<file path="src/rtl/hdmi_intf.sv">
// 640x480@60 DVI/HDMI source: raster timing, 8-bar colour pattern and TMDS
// encoding of three colour channels into parallel 10-bit symbols for a 10:1 serializer.
module hdmi_intf #(
    parameter int HORIZONTAL_PIXELS = 800,
    parameter int VERTICAL_LINES    = 525,
    parameter int H_ACTIVE          = 640,
    parameter int H_FRONT           = 16,
    parameter int H_SYNC            = 96,
    parameter int V_ACTIVE          = 480,
    parameter int V_FRONT           = 10,
    parameter int V_SYNC            = 2,
    parameter int SYNC_ACTIVE_LOW   = 1
) (
    input  logic       clk_in,
    input  logic       rst_in,
    output logic       hsync,
    output logic       vsync,
    output logic       de,
    output logic [9:0] pixel_x,
    output logic [9:0] pixel_y,
    output logic [9:0] tmds_ch0,
    output logic [9:0] tmds_ch1,
    output logic [9:0] tmds_ch2,
    output logic [9:0] tmds_clk
);
    localparam logic [9:0] H_LAST_C   = 10'(HORIZONTAL_PIXELS - 1);
    localparam logic [9:0] V_LAST_C   = 10'(VERTICAL_LINES - 1);
    localparam logic [9:0] H_ACT_C    = 10'(H_ACTIVE);
    localparam logic [9:0] V_ACT_C    = 10'(V_ACTIVE);
    localparam logic [9:0] HS_BEG_C   = 10'(H_ACTIVE + H_FRONT);
    localparam logic [9:0] HS_END_C   = 10'(H_ACTIVE + H_FRONT + H_SYNC);
    localparam logic [9:0] VS_BEG_C   = 10'(V_ACTIVE + V_FRONT);
    localparam logic [9:0] VS_END_C   = 10'(V_ACTIVE + V_FRONT + V_SYNC);
    localparam logic       SYNC_ON_C  = (SYNC_ACTIVE_LOW != 0) ? 1'b0 : 1'b1;
    localparam logic [9:0] CTRL_00_C  = 10'b1101010100;
    localparam logic [9:0] CTRL_01_C  = 10'b0010101011;
    localparam logic [9:0] CTRL_10_C  = 10'b0101010100;
    localparam logic [9:0] CTRL_11_C  = 10'b1010101011;
    localparam logic [9:0] TMDS_CLK_C = 10'b0000011111;

    logic [9:0]        h_cnt_r, v_cnt_r;
    logic              de_s, hs_on_s, vs_on_s;
    logic [2:0]        bar_s;
    logic [23:0]       colour_s, rgb_s;
    logic              de_r, hsync_r, vsync_r;
    logic [23:0]       rgb_r;
    logic [15:0]       enc0_s, enc1_s, enc2_s;
    logic [9:0]        ch0_r, ch1_r, ch2_r;
    logic signed [5:0] disp0_r, disp1_r, disp2_r;

    function automatic logic [3:0] ones8(input logic [7:0] d);
        logic [3:0] n;
        n = 4'd0;
        for (int i = 0; i < 8; i++) begin
            n = n + {3'b000, d[i]};
        end
        return n;
    endfunction

    function automatic logic [9:0] ctrl_symbol(input logic c1, input logic c0);
        logic [9:0] s;
        case ({c1, c0})
            2'b00:   s = CTRL_00_C;
            2'b01:   s = CTRL_01_C;
            2'b10:   s = CTRL_10_C;
            2'b11:   s = CTRL_11_C;
            default: s = CTRL_00_C;
        endcase
        return s;
    endfunction

    // Returns {next running disparity, 10-bit symbol}; bal is ones minus zeros of q_m[7:0].
    function automatic logic [15:0] tmds_encode(input logic [7:0] d, input logic signed [5:0] cnt);
        logic [8:0]        qm;
        logic [3:0]        n1d, n1q;
        logic signed [5:0] bal, nxt;
        logic [9:0]        q;
        logic              use_xnor;
        n1d      = ones8(d);
        use_xnor = (n1d > 4'd4) || ((n1d == 4'd4) && !d[0]);
        qm       = 9'd0;
        qm[0]    = d[0];
        for (int i = 1; i < 8; i++) begin
            if (use_xnor) begin
                qm[i] = ~(qm[i-1] ^ d[i]);
            end else begin
                qm[i] = qm[i-1] ^ d[i];
            end
        end
        qm[8] = ~use_xnor;
        n1q   = ones8(qm[7:0]);
        bal   = $signed({1'b0, n1q, 1'b0}) - 6'sd8;
        if ((cnt == 6'sd0) || (n1q == 4'd4)) begin
            q   = {~qm[8], qm[8], (qm[8] ? qm[7:0] : ~qm[7:0])};
            nxt = qm[8] ? (cnt + bal) : (cnt - bal);
        end else if (((cnt > 6'sd0) && (bal > 6'sd0)) || ((cnt < 6'sd0) && (bal < 6'sd0))) begin
            q   = {1'b1, qm[8], ~qm[7:0]};
            nxt = cnt + (qm[8] ? 6'sd2 : 6'sd0) - bal;
        end else begin
            q   = {1'b0, qm[8], qm[7:0]};
            nxt = cnt - (qm[8] ? 6'sd0 : 6'sd2) + bal;
        end
        return {nxt, q};
    endfunction

    // Raster counters: h wraps every line, v advances on h wrap.
    always_ff @(posedge clk_in) begin
        if (rst_in) begin
            h_cnt_r <= 10'd0;
            v_cnt_r <= 10'd0;
        end else if (h_cnt_r == H_LAST_C) begin
            h_cnt_r <= 10'd0;
            if (v_cnt_r == V_LAST_C) begin
                v_cnt_r <= 10'd0;
            end else begin
                v_cnt_r <= v_cnt_r + 10'd1;
            end
        end else begin
            h_cnt_r <= h_cnt_r + 10'd1;
        end
    end

    // Timing decode and colour-bar selection from the current counters.
    always_comb begin
        de_s    = (h_cnt_r < H_ACT_C) && (v_cnt_r < V_ACT_C);
        hs_on_s = (h_cnt_r >= HS_BEG_C) && (h_cnt_r < HS_END_C);
        vs_on_s = (v_cnt_r >= VS_BEG_C) && (v_cnt_r < VS_END_C);
        if (h_cnt_r < 10'd80) begin
            bar_s = 3'd0;
        end else if (h_cnt_r < 10'd160) begin
            bar_s = 3'd1;
        end else if (h_cnt_r < 10'd240) begin
            bar_s = 3'd2;
        end else if (h_cnt_r < 10'd320) begin
            bar_s = 3'd3;
        end else if (h_cnt_r < 10'd400) begin
            bar_s = 3'd4;
        end else if (h_cnt_r < 10'd480) begin
            bar_s = 3'd5;
        end else if (h_cnt_r < 10'd560) begin
            bar_s = 3'd6;
        end else begin
            bar_s = 3'd7;
        end
        case (bar_s)
            3'd0:    colour_s = 24'hFFFFFF;
            3'd1:    colour_s = 24'hFFFF00;
            3'd2:    colour_s = 24'h00FFFF;
            3'd3:    colour_s = 24'h00FF00;
            3'd4:    colour_s = 24'hFF00FF;
            3'd5:    colour_s = 24'hFF0000;
            3'd6:    colour_s = 24'h0000FF;
            default: colour_s = 24'h000000;
        endcase
        if (de_s) begin
            rgb_s = colour_s;
        end else begin
            rgb_s = 24'h000000;
        end
    end

    // Stage 1: registered timing strobes and pixel colour.
    always_ff @(posedge clk_in) begin
        if (rst_in) begin
            de_r    <= 1'b0;
            hsync_r <= ~SYNC_ON_C;
            vsync_r <= ~SYNC_ON_C;
            rgb_r   <= 24'h000000;
        end else begin
            de_r    <= de_s;
            hsync_r <= hs_on_s ? SYNC_ON_C : ~SYNC_ON_C;
            vsync_r <= vs_on_s ? SYNC_ON_C : ~SYNC_ON_C;
            rgb_r   <= rgb_s;
        end
    end

    // Per-channel encoder results against each channel's running disparity.
    always_comb begin
        enc0_s = tmds_encode(rgb_r[7:0], disp0_r);
        enc1_s = tmds_encode(rgb_r[15:8], disp1_r);
        enc2_s = tmds_encode(rgb_r[23:16], disp2_r);
    end

    // Stage 2: TMDS symbols; blanking sends control codes and clears disparity.
    always_ff @(posedge clk_in) begin
        if (rst_in) begin
            ch0_r   <= ctrl_symbol(~SYNC_ON_C, ~SYNC_ON_C);
            ch1_r   <= CTRL_00_C;
            ch2_r   <= CTRL_00_C;
            disp0_r <= 6'sd0;
            disp1_r <= 6'sd0;
            disp2_r <= 6'sd0;
        end else if (de_r) begin
            ch0_r   <= enc0_s[9:0];
            ch1_r   <= enc1_s[9:0];
            ch2_r   <= enc2_s[9:0];
            disp0_r <= enc0_s[15:10];
            disp1_r <= enc1_s[15:10];
            disp2_r <= enc2_s[15:10];
        end else begin
            ch0_r   <= ctrl_symbol(vsync_r, hsync_r);
            ch1_r   <= ctrl_symbol(1'b0, 1'b0);
            ch2_r   <= ctrl_symbol(1'b0, 1'b0);
            disp0_r <= 6'sd0;
            disp1_r <= 6'sd0;
            disp2_r <= 6'sd0;
        end
    end

    assign pixel_x  = h_cnt_r;
    assign pixel_y  = v_cnt_r;
    assign de       = de_r;
    assign hsync    = hsync_r;
    assign vsync    = vsync_r;
    assign tmds_ch0 = ch0_r;
    assign tmds_ch1 = ch1_r;
    assign tmds_ch2 = ch2_r;
    assign tmds_clk = TMDS_CLK_C;
endmodule

</file>
<file path="config.mk">
export PLATFORM = sky130hd
export DESIGN_NAME = hdmi_intf
export DESIGN_NICKNAME = d
export VERILOG_FILES = /design/src/rtl/hdmi_intf.sv
export SDC_FILE = /design/constraint.sdc
export NUM_CORES = 1
export LEC_CHECK = 0
export BUFFER_PORTS_ARGS = -buffer_cell sky130_fd_sc_hd__buf_2
export CAP_MARGIN = 10
export CORE_ASPECT_RATIO = 0.6
export CORE_MARGIN = 2
export CORE_UTILIZATION = 25
export CTS_CLUSTER_DIAMETER = 40
export DETAILED_ROUTE_END_ITERATION = 16
export PLACE_DENSITY = 0.46
export RECOVER_POWER = 50
export SLEW_MARGIN = 20
export SYNTH_ARGS = -nofsm -noshare
export SYNTH_HDL_FRONTEND = slang
export SYNTH_SLANG_ARGS = --single-unit
</file>
<file path="constraint.sdc">
create_clock -name clk_in -period 2.1 [get_ports clk_in]
set_input_delay 0.315 -clock clk_in [delete_from_list [all_inputs] [get_ports clk_in]]
set_output_delay 0.315 -clock clk_in [all_outputs]
set_load 0.03 [all_outputs]
</file>
==> flow_summary.ini <==
[min_path]
hold_path.startpoint = rst_in
whs_path_depth = 2
hp-class = in -> reg
min_to = pixel_y[0]$_SDFFE_PP0P_

[yosys]
synthFlopType = dfxtp_1
synth_top_area_cell = dfxtp_1
synth_edf_count = 0
synthMuxAreaShare_pct = 0.898
syn_inst = 387
synth_top_family_by_area = simple AND/OR/NAND/NOR gates
netlist.area_leader.share_pct = 31.7
synth_seq_area_share_pct = 31.7
synth_compound_area_share_pct = 10.8
ys_ff_latch = 53
synth-xor-area-share_pct = 9.20
synthSimpleGateAreaFrac_pct = 19.6
async_flop_share_pct = 0
avgSynthCellArea_sq_um = 8.64
syn-cell-area_sq_um = 3340
synthAdderAreaFrac_pct = 16.7
yosysUniqueCellTypes = 46
synth_area_leaders = dfxtp_1 32%, ha_1 13%, buf_4 6.3%
yosysWarnings = 0

[sta]
maxSlewViolCount = 0
fin_setup_tns_ns = 0
finalSetupViolations = 0
finClkSkew_ns = 0.00545
rsz0062_at_grt = no
fin_ws_ns = 0.128
relSlewSlack_pct = 56.6
finalHoldViolCount = 0
period_share_pct = 93.9
worstMarginPinSlew_ns = 0.651
max_freq_mhz = 507
min_period_ns = 1.97

[final_layout]
instances_no_fill = 595
drive_gt1_share_pct = 8.47
seq_area_sq_um = 1060
diodes = 0
fillers = 1395
area_growth_pct = 13.4
final_cell_mix = 52 x dfxtp_1, 39 x clkbuf_1, 35 x ha_1
fin_area_sq_um = 3790
finalNetCount = 467
final_common_cell = dfxtp_1
multiInputGateArea_sq_um = 1950

[worst_setup_path]
end_kind = register
cp.required_ns = 2.27
critPathLaunch = rgb_r[7]$_SDFF_PP0_
critPathLaunchType = register
arrival_ns = 2.14
worstSetupPathType = reg -> reg
reg2regPathDepth = 8
path_max_fanout = 5
timing.rr.end = disp0_r[5]$_SDFF_PP0_
reg2reg_from = rgb_r[7]$_SDFF_PP0_
worst-r2r-setup-slack_ns = 0.13

[global_route]
antenna_found_initial = 0
grt_pass1_vias = 2421
grt_usage_pct = 10.4
grt_max_degree = 17
grt_pass1_wl_mm = 12.1
grt_overflow_total = 0

[drt]
met3_length_microns = 303
vias = 2569
viasPerCell = 4.32
routedWlPerCell_microns = 12.2
wl_met1_mm = 4.14
drc_errors = 0
drt_first_pass_iters = 4
drt-initial-drc-count = 131
drt_wl_total_mm = 7.25
top_layer = met4
route.met2.wl_mm = 2.74
ant_nets = 0

[power_and_ir_drop]
cellPowerDensity_nw_per_um2 = 897
p_total_uw = 3400
p_leak_uw = 0.00158
peakVddDrop_uv = 302

[flow_run]
max_cap_violations = 0

[placed_design]
placed_cell_area_sq_um = 3650
dp.cells = 587
hpwl_mm = 5.59
place_ws_ns = 0.0718
gp_congestion = 0.813
numPortBuffers = 54

[die]
dieArea_sq_um = 14300
initial_core_util_pct = 25.9
die_h_microns = 93.6
core-area_sq_um = 12900
die_x_microns = 153
rows = 32
ios = 65

[clock_network]
clkSinkCount = 53
h-tree-depth = 2
clk_pin_slew_ns = 0.07
cts_tree = yes
hold_buffers = 0
clock_latency_ns = 0.30
clockRootBuffer = clkbuf_16
cts_buffers = 5
cts_buffer_depth = 2

[status]
outcome = finished, final reports clean
worst max-delay path, cell delays in order, from the launching register on:
cell and delay [ns]:
dfxtp_2 0.38, inv_1 0.05, ha_1 0.38, fa_1 0.43, nor2b_1 0.14, o21bai_1 0.09, xor2_1 0.14, mux2i_1 0.15
a21oi_1 0.09
where the power goes:
part           internal [uW]  switching [uW]  total, uW
Sequential              1090            93.0       1180
Combinational            463             681       1140
Clock                    682             394       1080
sequential cells by signal, indices dropped and copies added, names as in the netlist:
signal	cells
tmds_ch1	4
disp0_r	5
tmds_ch0	4
rgb_r	3
vsync	1
disp1_r	5
hsync	1
pixel_x	10
tmds_ch2	4
pixel_y	10
de	1
disp2_r	5
cells by family after synthesis:
kind of cell	count (synthesis)
simple gates	128
mux	3
fa+ha+maj	41
buf+inv	67
other cells	2
compound gates	60
flops	53
xor+xnor	33
worst max-delay path by stage:
stage | end | slack [ns] | depth (start not counted)
floorplan | disp1_r[5]$_SDFF_PP0_ | 0.08 | 8
global placement | disp0_r[5]$_SDFF_PP0_ | 0.17 | 8
detailed placement | disp0_r[5]$_SDFF_PP0_ | 0.07 | 8
CTS | disp0_r[5]$_SDFF_PP0_ | 0.06 | 8
global route | disp0_r[5]$_SDFF_PP0_ | 0.03 | 8
finish | disp0_r[5]$_SDFF_PP0_ | 0.13 | 8
per-layer routing:
layer	vias to the layer above	GRT usage, %
li1	1336	-
met1	1172	16.0
met2	54	14.1
met3	7	2.64
met4	0	2.31
met5	-	0
final cells by class:
cell class / instances / area share (%)
Clock buffer: 5 / 3.30
Clock inverter: 3 / 1.72
Inverter: 28 / 2.77
Multi-Input combinational cell: 275 / 51.5
Sequential cell: 53 / 28.0
Tap cell: 170 / 5.61
Timing Repair Buffer: 61 / 7.16
timing repair:
item                                    CTS  global route
setup buffers                             0             0
endpoints found under the setup margin    0             3
resized for setup                         0             2
Yosys cell counts (2+ instances only):
library cell and number:
ha_1 35, fa_1 6, nand2b_1 5, conb_1 2, nor4b_1 2, buf_4 28, inv_1 28, nor4_1 2
mux2i_1 3, o21a_1 3, xnor2_1 16, and2_1 2, nand2_1 24, and3_1 8, clkbuf_1 6, nand4_1 6
a211oi_1 6, or3_1 4, nand3_1 12, xor2_1 16, dfxtp_1 53, or4_1 2, nor2b_1 9, nand3b_1 3
o21bai_1 2, o21ai_0 13, nor2_1 34, nor3_1 10, a21oi_1 27, buf_2 4
metrics by stage:
step	hold WS, ns	utilization (%)
after CTS	0.378	29.7
after global placement	0.480	28.3
after detailed placement	0.509	28.3
after floorplan	0.452	-
after global routing	0.389	29.3
final	0.377	29.3
Power figures use the tool's default switching activity.
